[config.mk]
export PLATFORM = sky130hd
export DESIGN_NAME = gem_fiber_in_flat
export DESIGN_NICKNAME = d
export VERILOG_FILES = /design/src/rtl/gem_fiber_in_if.sv /design/src/rtl/gem_fiber_in.sv /design/src/flat_wrapper.sv
export SDC_FILE = /design/constraint.sdc
export NUM_CORES = 1
export LEC_CHECK = 0
export BUFFER_PORTS_ARGS = -buffer_cell sky130_fd_sc_hd__buf_2
export CAP_MARGIN = 20
export CORE_MARGIN = 2
export CORE_UTILIZATION = 55
export CTS_BUF_LIST = sky130_fd_sc_hd__clkbuf_4
export DETAILED_ROUTE_END_ITERATION = 8
export GPL_ROUTABILITY_DRIVEN = 0
export PLACE_DENSITY_LB_ADDON = 0.25
export SETUP_SLACK_MARGIN = 0.3
export SLEW_MARGIN = 10
export SYNTH_ARGS = -nofsm -noshare
export SYNTH_HDL_FRONTEND = slang
export SYNTH_SLANG_ARGS = --single-unit
[constraint.sdc]
create_clock -name TRG_CLK80 -period 2.4 [get_ports TRG_CLK80]
set_input_delay 0 -clock TRG_CLK80 [delete_from_list [all_inputs] [get_ports TRG_CLK80]]
set_output_delay 0 -clock TRG_CLK80 [all_outputs]
set_load 0.01 [all_outputs]
[src/rtl/gem_fiber_in_if.sv]
// RX-side bundle for the GEM trigger fiber deframer: decoded GTX word stream in,
// reassembled GEM frame, lock status and error counter out.
interface gem_fiber_in_if #(
  parameter int CNT_W = 16
);
  logic             RX_VALID;
  logic [31:0]      RX_DATA;
  logic [3:0]       RX_ISK;
  logic             ERR_CNT_CLR;
  logic [55:0]      GEM_DATA;
  logic             GEM_OVERFLOW;
  logic             GEM_VALID;
  logic [1:0]       BX_SEQ;
  logic             LOCKED;
  logic             SEP_ERR;
  logic             IDLE_DET;
  logic [CNT_W-1:0] ERR_CNT;

  modport master (
    output RX_VALID, RX_DATA, RX_ISK, ERR_CNT_CLR,
    input  GEM_DATA, GEM_OVERFLOW, GEM_VALID, BX_SEQ, LOCKED, SEP_ERR, IDLE_DET, ERR_CNT
  );

  modport slave (
    input  RX_VALID, RX_DATA, RX_ISK, ERR_CNT_CLR,
    output GEM_DATA, GEM_OVERFLOW, GEM_VALID, BX_SEQ, LOCKED, SEP_ERR, IDLE_DET, ERR_CNT
  );
endinterface

[src/rtl/gem_fiber_in.sv]
// GEM trigger fiber deframer: rebuilds 56-bit frames from A/B word pairs, locks on the
// BC/F7/FB/FD separator rotation, one cycle from B word to registered outputs.
module gem_fiber_in #(
  parameter int LOCK_FRAMES = 4,
  parameter int UNLOCK_ERRS = 3,
  parameter int CNT_W       = 16
) (
  input  logic          TRG_CLK80,
  input  logic          TRG_RST_N,
  gem_fiber_in_if.slave rx
);
  localparam int GW = $clog2(LOCK_FRAMES + 1);
  localparam int BW = $clog2(UNLOCK_ERRS + 1);
  localparam logic [GW-1:0] GOOD_LAST = GW'(LOCK_FRAMES - 1);
  localparam logic [BW-1:0] BAD_LAST  = BW'(UNLOCK_ERRS - 1);

  typedef enum logic [1:0] {HUNT, CHECK, LOCKED} state_t;

  state_t           state_q;
  logic             phase_q;
  logic [1:0]       exp_q;
  logic [GW-1:0]    good_cnt_q;
  logic [BW-1:0]    bad_cnt_q;
  logic             a_ok_q;
  logic [31:0]      a_dat_q;
  logic [55:0]      gem_data_q;
  logic             gem_ovf_q;
  logic             gem_vld_q;
  logic [1:0]       bx_q;
  logic             locked_q;
  logic             sep_err_q;
  logic             idle_det_q;
  logic [CNT_W-1:0] err_cnt_q;
  logic [CNT_W-1:0] err_cnt_d;

  logic [7:0] sep;
  logic       sep_known;
  logic [1:0] sep_idx;
  logic       is_fc;
  logic       a_ok;
  logic       b_ok;
  logic       idle;
  logic       frame_good;
  logic       err_inc;

  assign sep = rx.RX_DATA[7:0];

  always_comb begin
    sep_known = 1'b1;
    sep_idx   = 2'd0;
    case (sep)
      8'hBC:   sep_idx = 2'd0;
      8'hF7:   sep_idx = 2'd1;
      8'hFB:   sep_idx = 2'd2;
      8'hFD:   sep_idx = 2'd3;
      8'hFC:   sep_idx = 2'd0;
      default: sep_known = 1'b0;
    endcase
  end

  assign is_fc      = (sep == 8'hFC);
  assign a_ok       = rx.RX_VALID && (rx.RX_ISK == 4'b0000);
  assign b_ok       = rx.RX_VALID && (rx.RX_ISK == 4'b0001) && sep_known;
  assign idle       = rx.RX_VALID && (rx.RX_DATA == 32'h50BC50BC) && (rx.RX_ISK == 4'b0101);
  // Overflow frames carry no index of their own, so they always match the rotation.
  assign frame_good = a_ok_q && b_ok && (is_fc || (sep_idx == exp_q));
  assign err_inc    = (state_q == LOCKED) && rx.RX_VALID && !idle && phase_q && !frame_good;

  always_comb begin
    err_cnt_d = err_cnt_q;
    if (rx.ERR_CNT_CLR) begin
      err_cnt_d = '0;
    end else if (err_inc && (err_cnt_q != {CNT_W{1'b1}})) begin
      err_cnt_d = err_cnt_q + CNT_W'(1);
    end
  end

  always_ff @(posedge TRG_CLK80 or negedge TRG_RST_N) begin
    if (!TRG_RST_N) begin
      state_q    <= HUNT;
      phase_q    <= 1'b0;
      exp_q      <= 2'd0;
      good_cnt_q <= '0;
      bad_cnt_q  <= '0;
      a_ok_q     <= 1'b0;
      a_dat_q    <= '0;
      gem_data_q <= '0;
      gem_ovf_q  <= 1'b0;
      gem_vld_q  <= 1'b0;
      bx_q       <= 2'd0;
      locked_q   <= 1'b0;
      sep_err_q  <= 1'b0;
      idle_det_q <= 1'b0;
      err_cnt_q  <= '0;
    end else begin
      gem_vld_q  <= 1'b0;
      sep_err_q  <= 1'b0;
      idle_det_q <= 1'b0;
      a_ok_q     <= a_ok;
      a_dat_q    <= rx.RX_DATA;
      phase_q    <= ~phase_q;
      err_cnt_q  <= err_cnt_d;

      if (!rx.RX_VALID || idle) begin
        state_q    <= HUNT;
        locked_q   <= 1'b0;
        idle_det_q <= idle;
      end else begin
        case (state_q)
          HUNT: begin
            // Acquisition: this cycle is a B slot, so the next one is an A slot.
            if (a_ok_q && b_ok && !is_fc) begin
              state_q    <= CHECK;
              phase_q    <= 1'b0;
              exp_q      <= sep_idx + 2'd1;
              good_cnt_q <= GW'(1);
            end
          end
          CHECK: begin
            if (phase_q) begin
              exp_q <= exp_q + 2'd1;
              if (!frame_good) begin
                state_q <= HUNT;
              end else if (good_cnt_q == GOOD_LAST) begin
                state_q   <= LOCKED;
                locked_q  <= 1'b1;
                bad_cnt_q <= '0;
              end else begin
                good_cnt_q <= good_cnt_q + GW'(1);
              end
            end
          end
          LOCKED: begin
            if (phase_q) begin
              exp_q <= exp_q + 2'd1;
              if (frame_good) begin
                gem_vld_q  <= 1'b1;
                gem_data_q <= {a_dat_q, rx.RX_DATA[31:8]};
                gem_ovf_q  <= is_fc;
                bx_q       <= is_fc ? exp_q : sep_idx;
                bad_cnt_q  <= '0;
              end else begin
                sep_err_q <= 1'b1;
                if (bad_cnt_q == BAD_LAST) begin
                  state_q  <= HUNT;
                  locked_q <= 1'b0;
                end else begin
                  bad_cnt_q <= bad_cnt_q + BW'(1);
                end
              end
            end
          end
          default: begin
            state_q  <= HUNT;
            locked_q <= 1'b0;
          end
        endcase
      end
    end
  end

  assign rx.GEM_DATA     = gem_data_q;
  assign rx.GEM_OVERFLOW = gem_ovf_q;
  assign rx.GEM_VALID    = gem_vld_q;
  assign rx.BX_SEQ       = bx_q;
  assign rx.LOCKED       = locked_q;
  assign rx.SEP_ERR      = sep_err_q;
  assign rx.IDLE_DET     = idle_det_q;
  assign rx.ERR_CNT      = err_cnt_q;
endmodule

[src/flat_wrapper.sv]
// flat-port wrapper written by rule: the top's interface ports become plain ports
module gem_fiber_in_flat 
#(
  parameter int LOCK_FRAMES = 4,
  parameter int UNLOCK_ERRS = 3,
  parameter int CNT_W       = 16
)
  (TRG_CLK80, TRG_RST_N, rx_RX_VALID, rx_RX_DATA, rx_RX_ISK, rx_ERR_CNT_CLR, rx_GEM_DATA, rx_GEM_OVERFLOW, rx_GEM_VALID, rx_BX_SEQ, rx_LOCKED, rx_SEP_ERR, rx_IDLE_DET, rx_ERR_CNT);
  gem_fiber_in_if #(.CNT_W(CNT_W)) rx_i ();
  input  logic TRG_CLK80;
  input  logic TRG_RST_N;
  input wire logic [$bits(rx_i.RX_VALID)-1:0] rx_RX_VALID;
  input wire logic [$bits(rx_i.RX_DATA)-1:0] rx_RX_DATA;
  input wire logic [$bits(rx_i.RX_ISK)-1:0] rx_RX_ISK;
  input wire logic [$bits(rx_i.ERR_CNT_CLR)-1:0] rx_ERR_CNT_CLR;
  output wire logic [$bits(rx_i.GEM_DATA)-1:0] rx_GEM_DATA;
  output wire logic [$bits(rx_i.GEM_OVERFLOW)-1:0] rx_GEM_OVERFLOW;
  output wire logic [$bits(rx_i.GEM_VALID)-1:0] rx_GEM_VALID;
  output wire logic [$bits(rx_i.BX_SEQ)-1:0] rx_BX_SEQ;
  output wire logic [$bits(rx_i.LOCKED)-1:0] rx_LOCKED;
  output wire logic [$bits(rx_i.SEP_ERR)-1:0] rx_SEP_ERR;
  output wire logic [$bits(rx_i.IDLE_DET)-1:0] rx_IDLE_DET;
  output wire logic [$bits(rx_i.ERR_CNT)-1:0] rx_ERR_CNT;
  assign rx_i.RX_VALID = rx_RX_VALID;
  assign rx_i.RX_DATA = rx_RX_DATA;
  assign rx_i.RX_ISK = rx_RX_ISK;
  assign rx_i.ERR_CNT_CLR = rx_ERR_CNT_CLR;
  assign rx_GEM_DATA = rx_i.GEM_DATA;
  assign rx_GEM_OVERFLOW = rx_i.GEM_OVERFLOW;
  assign rx_GEM_VALID = rx_i.GEM_VALID;
  assign rx_BX_SEQ = rx_i.BX_SEQ;
  assign rx_LOCKED = rx_i.LOCKED;
  assign rx_SEP_ERR = rx_i.SEP_ERR;
  assign rx_IDLE_DET = rx_i.IDLE_DET;
  assign rx_ERR_CNT = rx_i.ERR_CNT;
  gem_fiber_in #(.LOCK_FRAMES(LOCK_FRAMES), .UNLOCK_ERRS(UNLOCK_ERRS), .CNT_W(CNT_W)) u_core (.TRG_CLK80(TRG_CLK80), .TRG_RST_N(TRG_RST_N), .rx(rx_i));
endmodule
* Yosys cells after proc, flatten, opt, wreduce, memory -nomap -nowiden
Cells that the tools add are included. W data, S select, Z words.
Word-level totals: input bits 40, bits in registers 122, logic and storage cells 135
Cells by class: equal/unequal tests 31, bitwise operators 2, $add $sub $neg 5, reductions and logical operators 33, muxes and demuxes 49
Operators by type and width (count):
- $eq A8 B8 Y1 const B | 5
- $mux W2 | 17
- $eq A32 B31 Y1 const B | 1
- $mux W16 | 2
- $mux W1 | 20
- $add A16 B1 Y16 const B | 1
- $ne A16 B16 Y1 const B | 1
- $ne A2 B1 Y1 const B | 7
- $reduce_and A7 Y1 | 2
- $logic_and A1 B1 Y1 | 13
- $mux W3 | 4
- $ne A3 B1 Y1 const B | 4
- $pmux W2 S3 | 2
- $reduce_and A6 Y1 | 2
- $pmux W2 S2 | 2
- $reduce_and A4 Y1 | 2
- $reduce_bool A2 Y1 | 4
- $add A2 B1 Y2 const B | 3
- $ne A3 B2 Y1 const B | 2
- $ne A3 B3 Y1 const B | 2
- $pmux W3 S2 | 1
- $reduce_or A5 Y1 | 1
- $eq A2 B2 Y1 const B | 2
- $eq A4 B1 Y1 const B | 1
- other kinds (14) | 19

* Depth between registers and ports, before layout
Gate-level depths: netlist of the first run.
word-level depth 11, mapped depth 9, gate-level depth less buffers 8

* Worst setup path after synthesis of the first run
No wires, ideal clock.
path kind register to register, start register u_core.exp_q[0], end register u_core.gem_data_q[0] (netlist: u_core.rx.GEM_DATA[0]), setup time 125 ps, slack 211 ps, required time 2275 ps, clock period less this slack 2189 ps, cell stages (with the launch flop) 9, arrival time 2064 ps, path through dfrtp_1 -> buf_2 -> nor3b_1 -> o2111ai_1 -> a31o_2 -> a211o_4 -> nor2_4 -> buf_4 -> mux2_2
Between the ends: cells in the longest elaborated chain, start to end 4
RTL lines:
- start, declared | RTL line gem_fiber_in.sv:21 | logic [1:0] exp_q;
- start signal, assigned | RTL line gem_fiber_in.sv:115 | exp_q <= sep_idx + 2'd1;
- start signal, assigned | RTL line gem_fiber_in.sv:121 | exp_q <= exp_q + 2'd1;
- start signal, assigned | RTL line gem_fiber_in.sv:135 | exp_q <= exp_q + 2'd1;
- $eq A2 B2 Y1 | RTL line gem_fiber_in.sv:66 | assign frame_good = a_ok_q && b_ok && (is_fc || (sep_idx == exp_q));
- $logic_or A1 B1 Y1 | RTL line gem_fiber_in.sv:66
- $logic_and A1 B1 Y1 | RTL line gem_fiber_in.sv:66
- $reduce_and A4 Y1 (no line)
- end signal, assigned | RTL line gem_fiber_in.sv:138 | gem_data_q <= {a_dat_q, rx.RX_DATA[31:8]};
- end, declared | RTL line gem_fiber_in.sv:26 | logic [55:0] gem_data_q;
No other way between the ends. A chain may end at the register's enable or synchronous reset.

* Worst setup path in the final report of the first run
start input port rx_RX_DATA[6], end register u_core.bx_q[1] (netlist: u_core.rx.BX_SEQ[1])
Between the ends: cells in the longest elaborated chain, start to end 7
RTL lines:
- start, declared | RTL line flat_wrapper.sv:13 | input wire logic [$bits(rx_i.RX_DATA)-1:0] rx_RX_DATA;
- $eq A8 B8 Y1 (on tied branches) | RTL line gem_fiber_in.sv:51, gem_fiber_in.sv:61
- $reduce_or A5 Y1 (no line)
- $mux W1 | RTL line gem_fiber_in.sv:51 | case (sep)
- $logic_and A1 B1 Y1 | RTL line gem_fiber_in.sv:63 | assign b_ok = rx.RX_VALID && (rx.RX_ISK == 4'b0001) && sep_known;
- $logic_and A1 B1 Y1 (2 in series) | RTL line gem_fiber_in.sv:66
- $reduce_and A4 Y1 (no line)
- end signal, assigned | RTL line gem_fiber_in.sv:140 | bx_q <= is_fc ? exp_q : sep_idx;
- end, declared | RTL line gem_fiber_in.sv:29 | logic [1:0] bx_q;
Parallel ways exist; a longest one is shown, timed or not.

==> results of run 1 <==
[cells in the mapped netlist (all sizes together) (3+ instances only)]
library cell  instances  share of area [%]
dfrtp               122                 60
mux2                 57                 13
a21oi                24                2.4
nand2                24                1.8
nand3                17                1.8
o21ai                16                1.6
nor2                 15                1.2
buf                  13                1.8
inv                  13               0.96
nand4                 8               0.98
or3                   8               0.98
ha                    7                1.7
nand2b                5               0.61
xor2                  5                1.2
nor3b                 4               0.69
nor4b                 4               0.69
or4                   4               0.59
and3                  3               0.37
mux2i                 3               0.59
nor4                  3               0.37
o21a                  3               0.44
o31ai                 3               0.44
[state kept, by name (all words and copies together) (netlist names), 2 cells and up]
| signal | count |
|---|---|
| u_core.rx.GEM_DATA | 56 |
| u_core.rx.BX_SEQ | 2 |
| u_core.state_q | 2 |
| u_core.good_cnt_q | 3 |
| u_core.bad_cnt_q | 2 |
| u_core.a_dat_q | 32 |
| u_core.exp_q | 2 |
| u_core.rx.ERR_CNT | 16 |
[layout by cell type (no fill, tap or decap), types with 4 or more instances in the layout]
| cell | n |
|---|---|
| mux2_2 | 25 |
| dfrtp_1 | 119 |
| dlygate4sd3_1 | 41 |
| buf_4 | 22 |
| a21oi_1 | 22 |
| nand2_1 | 23 |
| mux2_4 | 32 |
| clkbuf_4 | 17 |
| nand3_1 | 12 |
| nand2b_1 | 4 |
| xor2_1 | 4 |
| nand3_2 | 5 |
| o21ai_0 | 13 |
| clkinvlp_4 | 6 |
| ha_1 | 6 |
| nor2_1 | 12 |
| or3_1 | 8 |
| buf_12 | 5 |
| buf_2 | 117 |
| nand4_1 | 8 |
| inv_1 | 13 |
[power breakdown]
group	switching [mW]	total [mW]	internal, mW
clock network	0.809	1.42	0.612
logic	0.119	0.217	0.0987
registers	0.00963	2.09	2.08
[how the worst min path moves through the flow]
stage	end	slack, ns	cells past startpoint
3_5_place_dp	u_core.rx.GEM_DATA[35]	-0.07	1
6_report	u_core.exp_q[1]	0.08	5
5_1_grt	u_core.rx.BX_SEQ[1]	0.08	5
2_1_floorplan	u_core.a_dat_q[0]	-0.30	0
3_3_place_gp	u_core.rx.GEM_DATA[55]	-0.07	1
4_1_cts	u_core.rx.BX_SEQ[1]	0.03	5
[worst min-delay path: stages]
cell,delay [ns]
buf_2,0.18
nand2_1,0.09
nor2_1,0.04
o21ai_0,0.17
a21oi_1,0.07
[what timing repair did]
item / in CTS / in global routing
endpoints found under the hold margin: 201 / 0
cloned: 3 / 5
gates resized for setup: 20 / 47
hold buffers: 42 / 0
setup endpoints to repair: 73 / 86
pin swaps: 8 / 10
setup buffers: 9 / 7
[cell type report]
| class | count | area, um^2 | share of cell area (%) |
|---|---|---|---|
| inverters | 13 | 48.8 | 0.678 |
| multi-input cells | 250 | 2230 | 30.9 |
| clock inverters | 15 | 149 | 2.07 |
| repair buffers | 194 | 1450 | 20.2 |
| clock buffers | 17 | 128 | 1.77 |
| well taps | 111 | 139 | 1.93 |
| flip-flops and latches | 122 | 3060 | 42.4 |
[cell families after synthesis]
family | Yosys count
and+or+nand+nor | 110
adders and majority gates | 7
muxes | 60
buffers and inverters | 28
xor gates and xnor gates | 6
DFF | 122
AOI/OAI and AO/OA | 65
[metal layers]
metal / vias up / global-route usage [%]
met5: - / 0
met4: 0 / 8.96
met3: 19 / 5.43
met2: 154 / 41.6
met1: 2062 / 32.4
li1: 1855 / -
[per-stage QoR]
step           setup slack (ns)  total power [mW]
2_1_floorplan             0.220              2.17
3_3_place_gp              0.154              2.27
3_5_place_dp              0.103              2.27
4_1_cts                   0.155              3.71
5_1_grt                 -0.0186              3.85
6_report                0.00997              3.73
==> qor.csv, run 1 <==
metric;value;unit
worst r2r dst;u_core.rx.GEM_DATA[32];
diodes inserted;0;
Reg2Reg Launch Point;u_core.exp_q[1];
number of H-tree levels;4;
Iter 0 DRT Violations;219;
final cell count without fillers;722;
Cell Chain, Critical Path;buf_2, dlygate4sd3_1, nor4b_1, nand4b_1, o41a_1, nand2_1, nor2_4, buf_6, buf_16, buf_4, o21ai_0;
Seq/Total Area, Yosys;59.8;%
placed inst area;5920;um^2
Syn. warnings;0;
Final Hold Viols;0;
post-detail-place hpwl;7.45;mm
utilization after layout;79.1;%
Post-synth EDFFs;0;
leakage;3.48;nW
ys flop type;dfrtp_1;
CP arrival;2.81;ns
row cnt;35;
Crit path max-delay family;buffers and inverters;
CP Capture Type;register;
max-cap viol count;0;
initial core utilization;56.1;%
buffer and inverter count on the worst path;5;
routed wl met2;7.17;mm
fill count;507;
first-pass GRT wire length;19.4;mm
uppermost routed layer;met4;
Simple-Gate Fraction of Synth Area;12.5;%
Compound-Gate Fraction of Synth Area;8.48;%
Async SR Flop Fraction;100;%
Mapped Cells;398;
Critical Path Start;rx_RX_DATA[6];
Worst Skew;0.0139;ns
Routed Antenna Nets;0;
CTS Root Cell;clkbuf_4;
Final TNS setup;0;ns
post-synthesis register bit count;122;
I/O Pins;119;
cell area after synthesis;5110;um^2
initial antenna violation count;0;
critical path's largest stage delay;0.64;ns
wire length per cell;19.0;um
CP endpoint;u_core.rx.BX_SEQ[1];
Adder-Cell Fraction of Synth Area;1.72;%
Slew Viols, Final;0;
CTS sink count;122;
DR vias/cell;5.66;
final WL;13.7;mm
Worst Hold Class;input pin to register;
Crit path required time;2.82;ns
vias in the first global route;4022;
Syn Nets;445;
Crit Path Max Fanout;8;
GRT overflow;0;
R2R Setup Slk;0.09;ns
total number of vias;4090;
share of cells above drive strength 1;46.3;%
Post-Synth XOR/XNOR Area;1.40;%
clock latency on the worst-skew pair;0.52;ns
clk slew on worst S/H paths;0.12;ns
RSZ-0062 raised after global routing;yes;
Pre-Repair DR Iteration Count;5;
die area;10100;um^2
Port Buffer Count;118;
peak supply drop;310;uV
CTS tree;done;
critical setup path kind;input pin to register;
Syn Area/Cell;12.8;um^2
drt drc;0;
P per Cell Area;518;nW/um^2
slowest CP cell;dlygate4sd3_1;
placed cells;624;
reg2reg path depth;8;
# nets final;645;
die span in x;100;um
largest net degree at the start of global routing;97;
Layout area overhead;41.0;%
largest family of logic cells by synthesized area;multiplexers;
Rel. slew slack;64.9;%
final instance area;7200;um^2
Inserted Clock Buffers;17;
Least-Margin Pin Slew;0.521;ns
Met3 Wirelength;720;um
Final setup viols;0;
nature of the critical path startpoint;input pin;
fin crit period;2.39;ns
achievable frequency;418;MHz
outcome;finished clean;
Final Cycle Share;99.6;%
post-synthesis mux area share;13.2;%
Netlist cell types;60;
GRT Total Usage;24.9;%
hold slack;0.0826;ns
min-delay src;rx_RX_DATA[1];
WP depth;11;
Met1 Wirelength;5.60;mm
core box area;9110;um^2
clock buffer depth;2;
chip height;100;um
Note: power is estimated with default switching activity, not from simulation.
==> run 2, diff against run 1 <==
Settings changed: SETUP_SLACK_MARGIN 0.3 to unset.
==> run 2 against run 1 <==
Effect of this change:
- global-route usage fell by 1.4 points
- clock-buffer cell count is 1 higher
- largest cell class unchanged
- worst setup slack improved by 0.055 ns
- worst hold slack better by 0.056 ns
- clock skew up 0.0057 ns
==> qor.csv, run 2 (synthesis results as in run 1) <==
metric;value;unit
outcome;finished clean;
CTS sink count;122;
die area;10100;um^2
clock buffer depth;2;
clock latency on the worst-skew pair;0.50;ns
achievable frequency;428;MHz
Rel. slew slack;62.0;%
CTS Root Cell;clkbuf_4;
row cnt;35;
# nets final;631;
GRT Total Usage;23.6;%
Worst Hold Class;input pin to register;
wire length per cell;17.6;um
buffer and inverter count on the worst path;2;
Pre-Repair DR Iteration Count;5;
post-detail-place hpwl;7.57;mm
Inserted Clock Buffers;17;
CP Capture Type;register;
Crit path max-delay family;compound AO/OA/AOI/OAI gates;
area of the multi-input gates;1940;um^2
slowest CP cell;dfrtp_1;
DR vias/cell;5.62;
share of cells above drive strength 1;40.5;%
number of H-tree levels;4;
initial core utilization;56.1;%
Final Hold Viols;0;
clk slew on worst S/H paths;0.13;ns
utilization after layout;74.1;%
CP arrival;2.73;ns
largest net degree at the start of global routing;63;
Routed Antenna Nets;0;
Crit path required time;2.80;ns
Cell Chain, Critical Path;nor3b_2, o2111ai_1, a31o_2, a211o_4, nor2_4, buf_12, buf_6, mux2_2;
critical setup path kind;register to register;
most common cell after layout, fill and taps aside;dfrtp_1;
vias in the first global route;3898;
Logic pwr share;5.4;%
leakage;3.35;nW
Crit Path Max Fanout;15;
drt drc;0;
nature of the critical path startpoint;register;
final instance area;6750;um^2
most frequent cells in the layout;122 x dfrtp_1, 115 x buf_2, 49 x mux2_2, 42 x dlygate4sd3_1;
I/O Pins;119;
P per Cell Area;560;nW/um^2
Layout area overhead;32.2;%
total number of vias;3982;
Sw Ratio;25.0;%
GRT overflow;0;
initial antenna violation count;0;
Iter 0 DRT Violations;246;
sequential cell area;3050;um^2
CTS tree;done;
P_sw;0.947;mW
clock power share;39.3;%
fin crit period;2.33;ns
P_int;2.83;mW
diodes inserted;0;
chip height;100;um
Final setup viols;0;
Largest register FFs;56;
Slew Viols, Final;0;
final WL;12.5;mm
core box area;9110;um^2
fill count;601;
Port Buffer Count;118;
placed inst area;5860;um^2
first-pass GRT wire length;18.6;mm
Worst Skew;0.0196;ns
sequential power share;55.3;%
max-cap viol count;0;
peak supply drop;352;uV
Final Cycle Share;97.3;%
Least-Margin Pin Slew;0.568;ns
critical path's largest stage delay;0.43;ns
die span in x;100;um
run 2: changes by cell type in the layout (fill, tap and decap cells not counted), moves of 4 or more:
cell	previous run	this run
mux2_4	32	5
clkinvlp_4	6	2
buf_4	22	16
mux2_2	25	49
run 2: cell type report:
type | instances | share of cell area [%]
well taps | 111 | 2.06
multi-input cells | 248 | 28.8
clock inverters | 14 | 2.43
clock buffers | 18 | 2.00
repair buffers | 182 | 18.8
flip-flops and latches | 122 | 45.2
inverters | 13 | 0.723
run 2: through the flow:
step / hold slack [ns] / instances / TNS [ns] / setup WS [ns] / power [mW]
2_1_floorplan: -0.296 / 398 / 0 / 0.211 / 2.17
5_1_grt: 0.111 / 708 / -0.0524 / -0.0189 / 3.93
6_report: 0.139 / 708 / 0 / 0.0652 / 3.78
3_3_place_gp: 0.00756 / 626 / 0 / 0.107 / 2.27
3_5_place_dp: 0.0137 / 626 / 0 / 0.0630 / 2.28
4_1_cts: 0.0988 / 700 / 0 / 0.0271 / 3.80
run 2: worst reg2reg max path, stage by stage, from the launching register on:
cell,delay (ns)
dfrtp_1,0.43
nor3b_2,0.18
o2111ai_1,0.13
a31o_2,0.28
a211o_4,0.35
nor2_4,0.15
buf_12,0.14
buf_6,0.20
mux2_2,0.37
run 2: final timing paths:
check,slack [ns],cells after the start,end,startpoint
max,0.07,8,u_core.rx.GEM_DATA[55],u_core.exp_q[0]
max reg2reg,0.07,8,u_core.rx.GEM_DATA[55],u_core.exp_q[0]
min in group asynchronous,0.52,3,u_core.a_dat_q[7],TRG_RST_N
min,0.14,6,u_core.phase_q,rx_RX_ISK[1]
min reg2reg,0.48,1,u_core.rx.GEM_DATA[39],u_core.a_dat_q[15]
max in group asynchronous,0.58,4,u_core.a_dat_q[6],TRG_RST_N
run 2: timing repair:
action	in CTS	in global routing
endpoints found under the setup margin	0	63
endpoints found under the hold margin	202	0
buffers inserted	0	4
hold buffers	42	0
gates resized for setup	0	12
run 2: power by group through the flow:
stage,Combinational [mW],Clock (mW),Sequential (mW)
2_1_floorplan,0.0462,0,2.13
3_5_place_dp,0.147,0,2.13
5_1_grt,0.225,1.61,2.09
4_1_cts,0.199,1.51,2.09
6_report,0.204,1.49,2.09
3_3_place_gp,0.142,0,2.13
run 2: per-layer routing:
| layer | track usage (%) | vias up | part of all wire (%) |
|---|---|---|---|
| li1 | - | 1820 | - |
| met1 | 31.7 | 1984 | 42 |
| met2 | 38.3 | 163 | 51 |
| met3 | 5.57 | 15 | 5.8 |
| met4 | 7.48 | 0 | 1.2 |
| met5 | 0 | - | 0 |
==> run 3, diff against run 2 <==
Settings changed: CORE_UTILIZATION 55 to 45, HOLD_SLACK_MARGIN set to 0.02, RECOVER_POWER set to 50.
==> run 3 against run 2 <==
Effect of this change:
- fmax grew 1.2%
- non-clock buffer count shrank 7
- the run now ends with capacitance limit, slew limit left
- largest power group unchanged
- register-to-register slack gained 0.03 ns
==> qor.csv, run 3 (synthesis results as in run 1) <==
metric;value;unit
die span in x;111;um
reg2reg path depth;7;
CP Capture Type;register;
Setup Buffers After CTS;0;
total number of vias;3881;
I/O Pins;119;
critical path's largest stage delay;0.44;ns
post-detail-place hpwl;7.89;mm
Iter 0 DRT Violations;185;
core box area;10900;um^2
fin crit period;2.31;ns
Reg2Reg Launch Point;u_core.exp_q[0];
Port Buffer Count;118;
worst r2r dst;u_core.rx.GEM_DATA[3];
Worst Skew;0.0262;ns
Inserted Clock Buffers;17;
RSZ-0062 raised after global routing;yes;
Largest register FFs;56;
achievable frequency;434;MHz
critical setup path kind;register to register;
most common cell after layout, fill and taps aside;dfrtp_1;
sequential cell area;3050;um^2
share of cells above drive strength 1;34.4;%
P per Cell Area;547;nW/um^2
GRT overflow;0;
wire length per cell;16.0;um
Routed Antenna Nets;0;
fill count;944;
Pre-Repair DR Iteration Count;4;
failing checks;capacitance limit, slew limit;
clock latency on the worst-skew pair;0.55;ns
clock buffer depth;2;
number of H-tree levels;4;
final WL;11.7;mm
CTS Root Cell;clkbuf_4;
Crit Path Max Fanout;49;
DR vias/cell;5.32;
Final setup viols;0;
WP depth;7;
Slew Viols, Final;112;
initial core utilization;46.7;%
vias in the first global route;3951;
slowest CP cell;dfrtp_1;
row cnt;38;
peak supply drop;300;uV
Final Hold Viols;0;
diodes inserted;0;
clk slew on worst S/H paths;0.12;ns
chip height;111;um
max-cap viol count;2;
Worst Hold Class;input pin to register;
most frequent cells in the layout;122 x dfrtp_1, 91 x buf_2, 53 x mux2_2, 42 x dlygate4sd3_1, 28 x clkbuf_1;
nature of the critical path startpoint;register;
area of the multi-input gates;1910;um^2
largest net degree at the start of global routing;78;
CTS sink count;122;
Rel. slew slack;-20.9;%
CTS tree;done;
Crit path required time;2.82;ns
utilization after layout;59.7;%
CP arrival;2.73;ns
buffer and inverter count on the worst path;1;
Final Cycle Share;96.1;%
drt drc;0;
GRT Total Usage;19.7;%
first-pass GRT wire length;19.3;mm
leakage;3.17;nW
Final TNS setup;0;ns
Cell Chain, Critical Path;nor3b_1, o2111ai_1, a31o_2, a211o_4, nor2_4, buf_12, mux2_2;
Crit path max-delay family;compound AO/OA/AOI/OAI gates;
Least-Margin Pin Slew;1.81;ns
R2R Setup Slk;0.09;ns
CP endpoint;u_core.rx.GEM_DATA[3];
die area;12200;um^2
Layout area overhead;28.0;%
outcome;finished with violations;
initial antenna violation count;0;
# nets final;624;
Critical Path Start;u_core.exp_q[0];
-- run 3: changes by cell type in the layout (fill, tap and decap cells not counted), moves of 3 or more --
cell        previous run  this run
clkbuf_1               0        28
buf_2                115        91
mux2_4                 5         0
buf_4                 16        12
clkinvlp_4             2         6
mux2_2                49        53
clkbuf_16              3         0
clkbuf_4              20        17
-- run 3: final cells by class --
type,instances,area share (%)
Multi-Input combinational cell,248,29.3
Clock buffer,17,1.95
Tap cell,140,2.68
Sequential cell,122,46.7
Clock inverter,15,1.82
Inverter,13,0.747
Timing Repair Buffer,175,16.8
-- run 3: through the flow --
step                hold WS (ns)  setup WS [ns]  std cells  cell area [um^2]  power, mW
floorplan                 -0.296          0.211        398              5110       2.17
global placement          -0.139          0.141        656              5910       2.27
detailed placement        -0.136         0.0929        656              5910       2.28
CTS                       0.0460         0.0838        730              6580       3.61
global route              0.0787       -0.00297        730              6530       3.72
finish                    0.0579         0.0933        730              6530       3.58
-- run 3: where the power goes --
group	switching, mW	internal, mW
Clock	0.876	0.424
Combinational	0.104	0.0813
Sequential	0.00760	2.08
-- run 3: worst register-to-register path: stages, from the launching register on --
cell and delay [ns]:
dfrtp_1 0.44, nor3b_1 0.20, o2111ai_1 0.12, a31o_2 0.29, a211o_4 0.37, nor2_4 0.13, buf_12 0.27, mux2_2 0.39
-- run 3: per-layer routing --
layer / vias to the layer above / global-route usage [%] / wire, um
li1: 1804 / - / -
met1: 1945 / 24.4 / 4920
met2: 115 / 32.4 / 5880
met3: 17 / 5.32 / 633
met4: 0 / 8.67 / 214
met5: - / 0 / 0
-- run 3: timing repair --
| action | 4_1_cts | 5_1_grt |
|---|---|---|
| endpoints found under the hold margin | 204 | 0 |
| setup endpoints to repair | 0 | 5 |
| hold buffers | 42 | 0 |
| gates resized for setup | 0 | 2 |
-- run 3: worst min path at each step --
stage	from	to	slack, ns	depth (start not counted)
final	rx_RX_ISK[3]	u_core.phase_q	0.06	6
after global routing	rx_RX_ISK[3]	u_core.phase_q	0.08	6
after CTS	TRG_RST_N	u_core.state_q[1]	0.05	3
after detailed placement	TRG_RST_N	u_core.rx.GEM_DATA[38]	-0.14	1
after global placement	TRG_RST_N	u_core.rx.GEM_DATA[39]	-0.14	1
after floorplan	TRG_RST_N	u_core.a_dat_q[0]	-0.30	0
